<file path="src/rtl/register_file_if.sv">
// Dispatcher/ROB-facing bus of the architectural register file.
// The register file takes the slave modport; the dispatcher/ROB side takes master.
interface register_file_if;
    logic [4:0]  rs1_from_dispatcher;
    logic [4:0]  rs2_from_dispatcher;
    logic [31:0] V1_to_dispatcher;
    logic [31:0] V2_to_dispatcher;
    logic [4:0]  Q1_to_dispatcher;
    logic [4:0]  Q2_to_dispatcher;
    logic        enable_from_dispatcher;
    logic [4:0]  rd_from_dispatcher;
    logic [4:0]  rob_id_from_dispatcher;
    logic        commit_flag;
    logic [4:0]  rd_from_rob;
    logic [31:0] V_from_rob;
    logic [4:0]  Q_from_rob;
    logic        rollback_flag;
    logic [31:0] dbg_commit_cnt;

    modport master (
        output rs1_from_dispatcher, rs2_from_dispatcher,
        output enable_from_dispatcher, rd_from_dispatcher, rob_id_from_dispatcher,
        output commit_flag, rd_from_rob, V_from_rob, Q_from_rob, rollback_flag,
        input  V1_to_dispatcher, V2_to_dispatcher, Q1_to_dispatcher, Q2_to_dispatcher,
        input  dbg_commit_cnt
    );

    modport slave (
        input  rs1_from_dispatcher, rs2_from_dispatcher,
        input  enable_from_dispatcher, rd_from_dispatcher, rob_id_from_dispatcher,
        input  commit_flag, rd_from_rob, V_from_rob, Q_from_rob, rollback_flag,
        output V1_to_dispatcher, V2_to_dispatcher, Q1_to_dispatcher, Q2_to_dispatcher,
        output dbg_commit_cnt
    );
endinterface

</file>
<file path="src/rtl/register_file.sv">
// 32-entry architectural register file with ROB rename tags, commit bypass
// on reads, mispredict rollback and a commit counter.
module register_file (
    input  logic           clk_in,
    input  logic           rst_n_in,
    input  logic           rdy_in,
    register_file_if.slave bus
);
    logic [31:0] r_value [32];
    logic [4:0]  r_tag   [32];
    logic [31:0] r_commit_cnt;

    logic        w_commit_wr;
    logic        w_tag_clr;
    logic        w_rename;
    logic [31:0] w_v1;
    logic [31:0] w_v2;
    logic [4:0]  w_q1;
    logic [4:0]  w_q2;

    // rd_from_rob != 0 here also keeps x0 out of the read bypass below.
    assign w_commit_wr = bus.commit_flag && (bus.rd_from_rob != '0);
    assign w_tag_clr   = w_commit_wr && (r_tag[bus.rd_from_rob] == bus.Q_from_rob);
    assign w_rename    = bus.enable_from_dispatcher && !bus.rollback_flag &&
                         (bus.rd_from_dispatcher != '0);

    always_comb begin
        w_v1 = r_value[bus.rs1_from_dispatcher];
        w_q1 = r_tag[bus.rs1_from_dispatcher];
        w_v2 = r_value[bus.rs2_from_dispatcher];
        w_q2 = r_tag[bus.rs2_from_dispatcher];
        if (w_commit_wr && (bus.rd_from_rob == bus.rs1_from_dispatcher) &&
            (r_tag[bus.rs1_from_dispatcher] == bus.Q_from_rob)) begin
            w_v1 = bus.V_from_rob;
            w_q1 = '0;
        end
        if (w_commit_wr && (bus.rd_from_rob == bus.rs2_from_dispatcher) &&
            (r_tag[bus.rs2_from_dispatcher] == bus.Q_from_rob)) begin
            w_v2 = bus.V_from_rob;
            w_q2 = '0;
        end
    end

    assign bus.V1_to_dispatcher = w_v1;
    assign bus.V2_to_dispatcher = w_v2;
    assign bus.Q1_to_dispatcher = w_q1;
    assign bus.Q2_to_dispatcher = w_q2;
    assign bus.dbg_commit_cnt   = r_commit_cnt;

    always_ff @(posedge clk_in or negedge rst_n_in) begin
        if (!rst_n_in) begin
            r_value      <= '{default: '0};
            r_tag        <= '{default: '0};
            r_commit_cnt <= '0;
        end else if (rdy_in) begin
            if (bus.commit_flag) begin
                r_commit_cnt <= r_commit_cnt + 32'd1;
            end
            if (w_commit_wr) begin
                r_value[bus.rd_from_rob] <= bus.V_from_rob;
            end
            if (bus.rollback_flag) begin
                r_tag <= '{default: '0};
            end else begin
                // Rename is written last so it wins over a same-rd tag clear.
                if (w_tag_clr) begin
                    r_tag[bus.rd_from_rob] <= '0;
                end
                if (w_rename) begin
                    r_tag[bus.rd_from_dispatcher] <= bus.rob_id_from_dispatcher;
                end
            end
        end
    end
endmodule

</file>
<file path="src/flat_wrapper.sv">
// flat-port wrapper written by rule: the top's interface ports become plain ports
module register_file_flat 
  (clk_in, rst_n_in, rdy_in, bus_rs1_from_dispatcher, bus_rs2_from_dispatcher, bus_enable_from_dispatcher, bus_rd_from_dispatcher, bus_rob_id_from_dispatcher, bus_commit_flag, bus_rd_from_rob, bus_V_from_rob, bus_Q_from_rob, bus_rollback_flag, bus_V1_to_dispatcher, bus_V2_to_dispatcher, bus_Q1_to_dispatcher, bus_Q2_to_dispatcher, bus_dbg_commit_cnt);
  register_file_if bus_i ();
  input  logic clk_in;
  input  logic rst_n_in;
  input  logic rdy_in;
  input wire logic [$bits(bus_i.rs1_from_dispatcher)-1:0] bus_rs1_from_dispatcher;
  input wire logic [$bits(bus_i.rs2_from_dispatcher)-1:0] bus_rs2_from_dispatcher;
  input wire logic [$bits(bus_i.enable_from_dispatcher)-1:0] bus_enable_from_dispatcher;
  input wire logic [$bits(bus_i.rd_from_dispatcher)-1:0] bus_rd_from_dispatcher;
  input wire logic [$bits(bus_i.rob_id_from_dispatcher)-1:0] bus_rob_id_from_dispatcher;
  input wire logic [$bits(bus_i.commit_flag)-1:0] bus_commit_flag;
  input wire logic [$bits(bus_i.rd_from_rob)-1:0] bus_rd_from_rob;
  input wire logic [$bits(bus_i.V_from_rob)-1:0] bus_V_from_rob;
  input wire logic [$bits(bus_i.Q_from_rob)-1:0] bus_Q_from_rob;
  input wire logic [$bits(bus_i.rollback_flag)-1:0] bus_rollback_flag;
  output wire logic [$bits(bus_i.V1_to_dispatcher)-1:0] bus_V1_to_dispatcher;
  output wire logic [$bits(bus_i.V2_to_dispatcher)-1:0] bus_V2_to_dispatcher;
  output wire logic [$bits(bus_i.Q1_to_dispatcher)-1:0] bus_Q1_to_dispatcher;
  output wire logic [$bits(bus_i.Q2_to_dispatcher)-1:0] bus_Q2_to_dispatcher;
  output wire logic [$bits(bus_i.dbg_commit_cnt)-1:0] bus_dbg_commit_cnt;
  assign bus_i.rs1_from_dispatcher = bus_rs1_from_dispatcher;
  assign bus_i.rs2_from_dispatcher = bus_rs2_from_dispatcher;
  assign bus_i.enable_from_dispatcher = bus_enable_from_dispatcher;
  assign bus_i.rd_from_dispatcher = bus_rd_from_dispatcher;
  assign bus_i.rob_id_from_dispatcher = bus_rob_id_from_dispatcher;
  assign bus_i.commit_flag = bus_commit_flag;
  assign bus_i.rd_from_rob = bus_rd_from_rob;
  assign bus_i.V_from_rob = bus_V_from_rob;
  assign bus_i.Q_from_rob = bus_Q_from_rob;
  assign bus_i.rollback_flag = bus_rollback_flag;
  assign bus_V1_to_dispatcher = bus_i.V1_to_dispatcher;
  assign bus_V2_to_dispatcher = bus_i.V2_to_dispatcher;
  assign bus_Q1_to_dispatcher = bus_i.Q1_to_dispatcher;
  assign bus_Q2_to_dispatcher = bus_i.Q2_to_dispatcher;
  assign bus_dbg_commit_cnt = bus_i.dbg_commit_cnt;
  register_file u_core (.clk_in(clk_in), .rst_n_in(rst_n_in), .rdy_in(rdy_in), .bus(bus_i));
endmodule
</file>
<file path="config.mk">
export PLATFORM = sky130hd
export DESIGN_NAME = register_file_flat
export DESIGN_NICKNAME = d
export VERILOG_FILES = /design/src/rtl/register_file_if.sv /design/src/rtl/register_file.sv /design/src/flat_wrapper.sv
export SDC_FILE = /design/constraint.sdc
export NUM_CORES = 2
export LEC_CHECK = 0
export BUFFER_PORTS_ARGS = -buffer_cell sky130_fd_sc_hd__clkbuf_2
export CORE_MARGIN = 1.5
export CORE_UTILIZATION = 40
export CTS_CLUSTER_SIZE = 24
export DETAILED_ROUTE_END_ITERATION = 16
export PLACE_DENSITY = 0.66
export SYNTH_ARGS = -nofsm -noshare
export SYNTH_HDL_FRONTEND = slang
export SYNTH_SLANG_ARGS = --single-unit
</file>
<file path="constraint.sdc">
create_clock -name clk_in -period 5.75 [get_ports clk_in]
set_input_delay 0.575 -clock clk_in [delete_from_list [all_inputs] [get_ports clk_in]]
set_output_delay 0.575 -clock clk_in [all_outputs]
set_load 0.01 [all_outputs]
</file>
==> flow_metrics.env <==
export IMPL_yosysWarnings=0
export IMPL_maxCapViolations=0
export IMPL_dr_pass1_iters=5
export IMPL_cp_startpoint="u_core.r_tag[0]"
export IMPL_finalHoldWorstSlack_ns=0.334
export IMPL_global_route_overflow=0
export IMPL_multi_input_comb_area_um2=34200
export IMPL_die_area_um2=168000
export IMPL_die_h_um=410
export IMPL_final_cells=6535
export IMPL_worst_endpoint_required_ns=5.18
export IMPL_detail_route_iter0_violations=4133
export IMPL_utilization_pct=45.0
export IMPL_yosys_area_top_type_share_pct=45.9
export IMPL_postRouteAntennaNets=0
export IMPL_timing_final_setup_violations=0
export IMPL_syn_to_final_growth_pct=11.8
export IMPL_yosys_top_cells_area="dfrtp_1 (46%), mux4_2 (25%), mux2_2 (15%)"
export IMPL_outcome="complete, no violations"
export IMPL_layout_nets=4305
export IMPL_critical_path_slowest_cell="mux4_2"
export IMPL_timing_final_max_slew_violations=0
export IMPL_p_leak_uw=0.0324
export IMPL_layout_setup_ws_ns=1.03
export IMPL_largest_net_degree_at_the_start_of_global_routing=174
export IMPL_critical_path_buf_inv_count=2
export IMPL_grt_setup_unrepaired="false"
export IMPL_max_vdd_ir_drop_uv=330
export IMPL_cp_end_kind="output port"
export IMPL_synth_edf_count=0
export IMPL_grt_util_all_layers_pct=24.0
export IMPL_yosys_area_top_type="dfrtp_1"
export IMPL_dpl_cell_count=6288
export IMPL_buffer_ports_inserted=173
export IMPL_setup_worst_path_class="reg -> out"
export IMPL_timing_slew_headroom_pct=13.7
export IMPL_cts_resized=0
export IMPL_crit_fanout=35
export IMPL_finalHoldViolCount=0
export IMPL_syn_area_um2=66200
export IMPL_fin_tns_setup_ns=0
export IMPL_initial_utilization_pct=40.2
export IMPL_yosys_register_bits=1216
export IMPL_coreArea_um2=165000
export IMPL_worstHoldEndpoint="u_core.r_tag[134]"
export IMPL_fin_worst_skew_ns=0.0209
export IMPL_hold_path_startpoint="bus_rd_from_dispatcher[1]"
export IMPL_vias=41700
export IMPL_startpoint_type="flip-flop"
export IMPL_yosysMostFrequentCell="dfrtp_1"
export IMPL_final_seq_area_um2=30400
export IMPL_syn_mean_instance_area_um2=15.4
export IMPL_postSynth_topFlopCell="dfrtp_1"
export IMPL_max_clock_freq_ghz=0.212
export IMPL_h_tree_depth=4
export IMPL_vias_per_cell=6.37
export IMPL_path_common_cell="mux4_2"
export IMPL_r2r_setup_slack_ns=2.47
export IMPL_syn_nets=4360
export IMPL_max_clock_path_buffers=3
export IMPL_synth_commonest_cells="dfrtp_1 (1,216), mux2_2 (871), mux4_2 (731)"
export IMPL_final_clock_period_utilization_by_the_worst_path_pct=82.2
export IMPL_cts_sinks=1216
export IMPL_postRouteWirelength_mm=201
export IMPL_crit_reg2reg_capture="u_core.r_tag[82]"
export IMPL_avgRoutedWirePerCell_um=30.7
export IMPL_antenna_violations_before_repair=9
export IMPL_pwr_density_cell_nw_per_um2=308
export IMPL_worst_skew_pair_late_latency_ns=0.78
export IMPL_clk_transition_reported_paths_ns=0.06
export IMPL_drive_gt1_share_pct=49.3
export IMPL_seq_area_frac_synth_pct=45.9
export IMPL_number_of_global_route_vias_before_repair=43000
export IMPL_worst_r2r_cell_count=9
export IMPL_path_cells="mux4_2 > mux4_2 > mux2i_1 > xor2_1 > nand2_1 > nor4_4 > buf_12 > mux2_2 > clkbuf_2"
export IMPL_io_pin_count=174
export IMPL_path_delay_family="multiplexers"
export IMPL_final_fill_count=14300
export IMPL_dieWidth_um=410
export IMPL_min_delay_path_depth=4
export IMPL_worst_slew_pin_transition_ns=1.29
export IMPL_synthesis_instances=4291
export IMPL_cts_root_buf="clkbuf_16"
export IMPL_preCtsSetupSlack_ns=1.10
export IMPL_num_rows=149
export IMPL_drt_drc_violations_left=0
export IMPL_timing_critical_path_slowest_cell_delay_ns=0.53
export IMPL_hpwlAfterDp_mm=115
export IMPL_finalWeightedCongestion=0.966
export IMPL_reg2reg_from="u_core.r_tag[100]"
export IMPL_synth_async_reset_ratio_pct=100
export IMPL_yosysUniqueCellTypes=52
export IMPL_grt_pass1_wl_mm=299
export IMPL_worst_hold_path_type="in -> reg"
export IMPL_post_route_min_period_ns=4.72
export IMPL_cts_buffers=134
export IMPL_worst_endpoint_arrival_ns=4.15
export IMPL_cts_tree="done"
[final cells by class]
class                      count  area share [%]
antenna                        3          0.0101
clock buffer                 188            5.38
clock inverter                55           0.833
inverter                       5          0.0321
multi-input combinational   2607            46.2
sequential                  1216            41.1
tap                         2189            3.70
timing repair buffer         272            2.76
[worst max path at each step]
stage / slack [ns] / endpoint / depth (start not counted)
finish: 1.03 / bus_V1_to_dispatcher[1] / 9
global route: 0.96 / bus_V1_to_dispatcher[4] / 9
CTS: 1.01 / bus_V1_to_dispatcher[1] / 9
detailed placement: 1.10 / bus_V1_to_dispatcher[4] / 9
global placement: 1.12 / bus_V1_to_dispatcher[4] / 9
floorplan: 1.52 / bus_V2_to_dispatcher[10] / 9
[cells in the final DEF, fill, tap and decap left out, types with 27 or more instances in the layout]
| master | Yosys | final |
|---|---|---|
| a22oi_1 | 35 | 35 |
| clkbuf_8 | 0 | 33 |
| buf_4 | 2 | 72 |
| mux2_1 | 221 | 221 |
| clkbuf_16 | 0 | 139 |
| dfrtp_1 | 1216 | 1216 |
| mux2i_1 | 71 | 71 |
| nor4_1 | 34 | 34 |
| buf_12 | 0 | 29 |
| mux2_2 | 871 | 871 |
| xnor2_1 | 36 | 36 |
| nand2_1 | 153 | 147 |
| nor2_1 | 70 | 46 |
| o2bb2ai_1 | 50 | 50 |
| clkbuf_2 | 0 | 162 |
| mux4_2 | 731 | 731 |
| nand3_1 | 28 | 27 |
| a22o_1 | 105 | 105 |
[stage by stage]
stage	area [um2]	total power, uW
floorplan	66200	12800
global placement	69400	13800
detailed placement	69400	14000
CTS	74100	23000
global route	74100	23700
finish	74100	22800
[tightest hold or removal path, stage by stage]
cell,delay [ns]
clkbuf_2,0.15
nor2b_1,0.09
nand2_1,0.17
o2bb2ai_1,0.08
[sequential cells by signal (all words and copies together), names as in the netlist]
name and flops:
u_core.r_value 1024, u_core.r_tag 160, u_core.bus.dbg_commit_cnt 32
[cells by family (layout without fill, tap and decap cells)]
group,Yosys count,in the layout,share of synthesized area (%)
AO/OA/AOI/OAI,263,263,3.16
flip-flops,1216,1216,45.9
buffers and inverters,468,520,2.76
adder cells (fa/ha/maj),1,1,0.0189
multiplexers,1894,1894,44.5
AND/OR/NAND/NOR,393,393,2.88
XOR/XNOR,56,56,0.741
other,0,3,0
[routing by layer]
metal / track usage [%] / up-vias / wire (um)
met1: 32.9 / 22800 / 83700
met3: 4.02 / 449 / 13000
met5: 0 / - / 22
li1: - / 16700 / -
met4: 9.78 / 4 / 8540
met2: 38.0 / 1705 / 95500
[power breakdown]
| group | internal [uW] | switching [uW] | total [uW] |
|---|---|---|---|
| Clock | 5300 | 3700 | 9000 |
| Sequential | 9500 | 675 | 10200 |
| Combinational | 2070 | 1590 | 3660 |
| Total | 16900 | 5960 | 22800 |
[repair_timing]
action,in CTS,in global routing
buffers inserted,0,0
hold endpoints to repair,142,0
hold buffers,1,0
No activity file was read; power rests on OpenSTA's default activity.
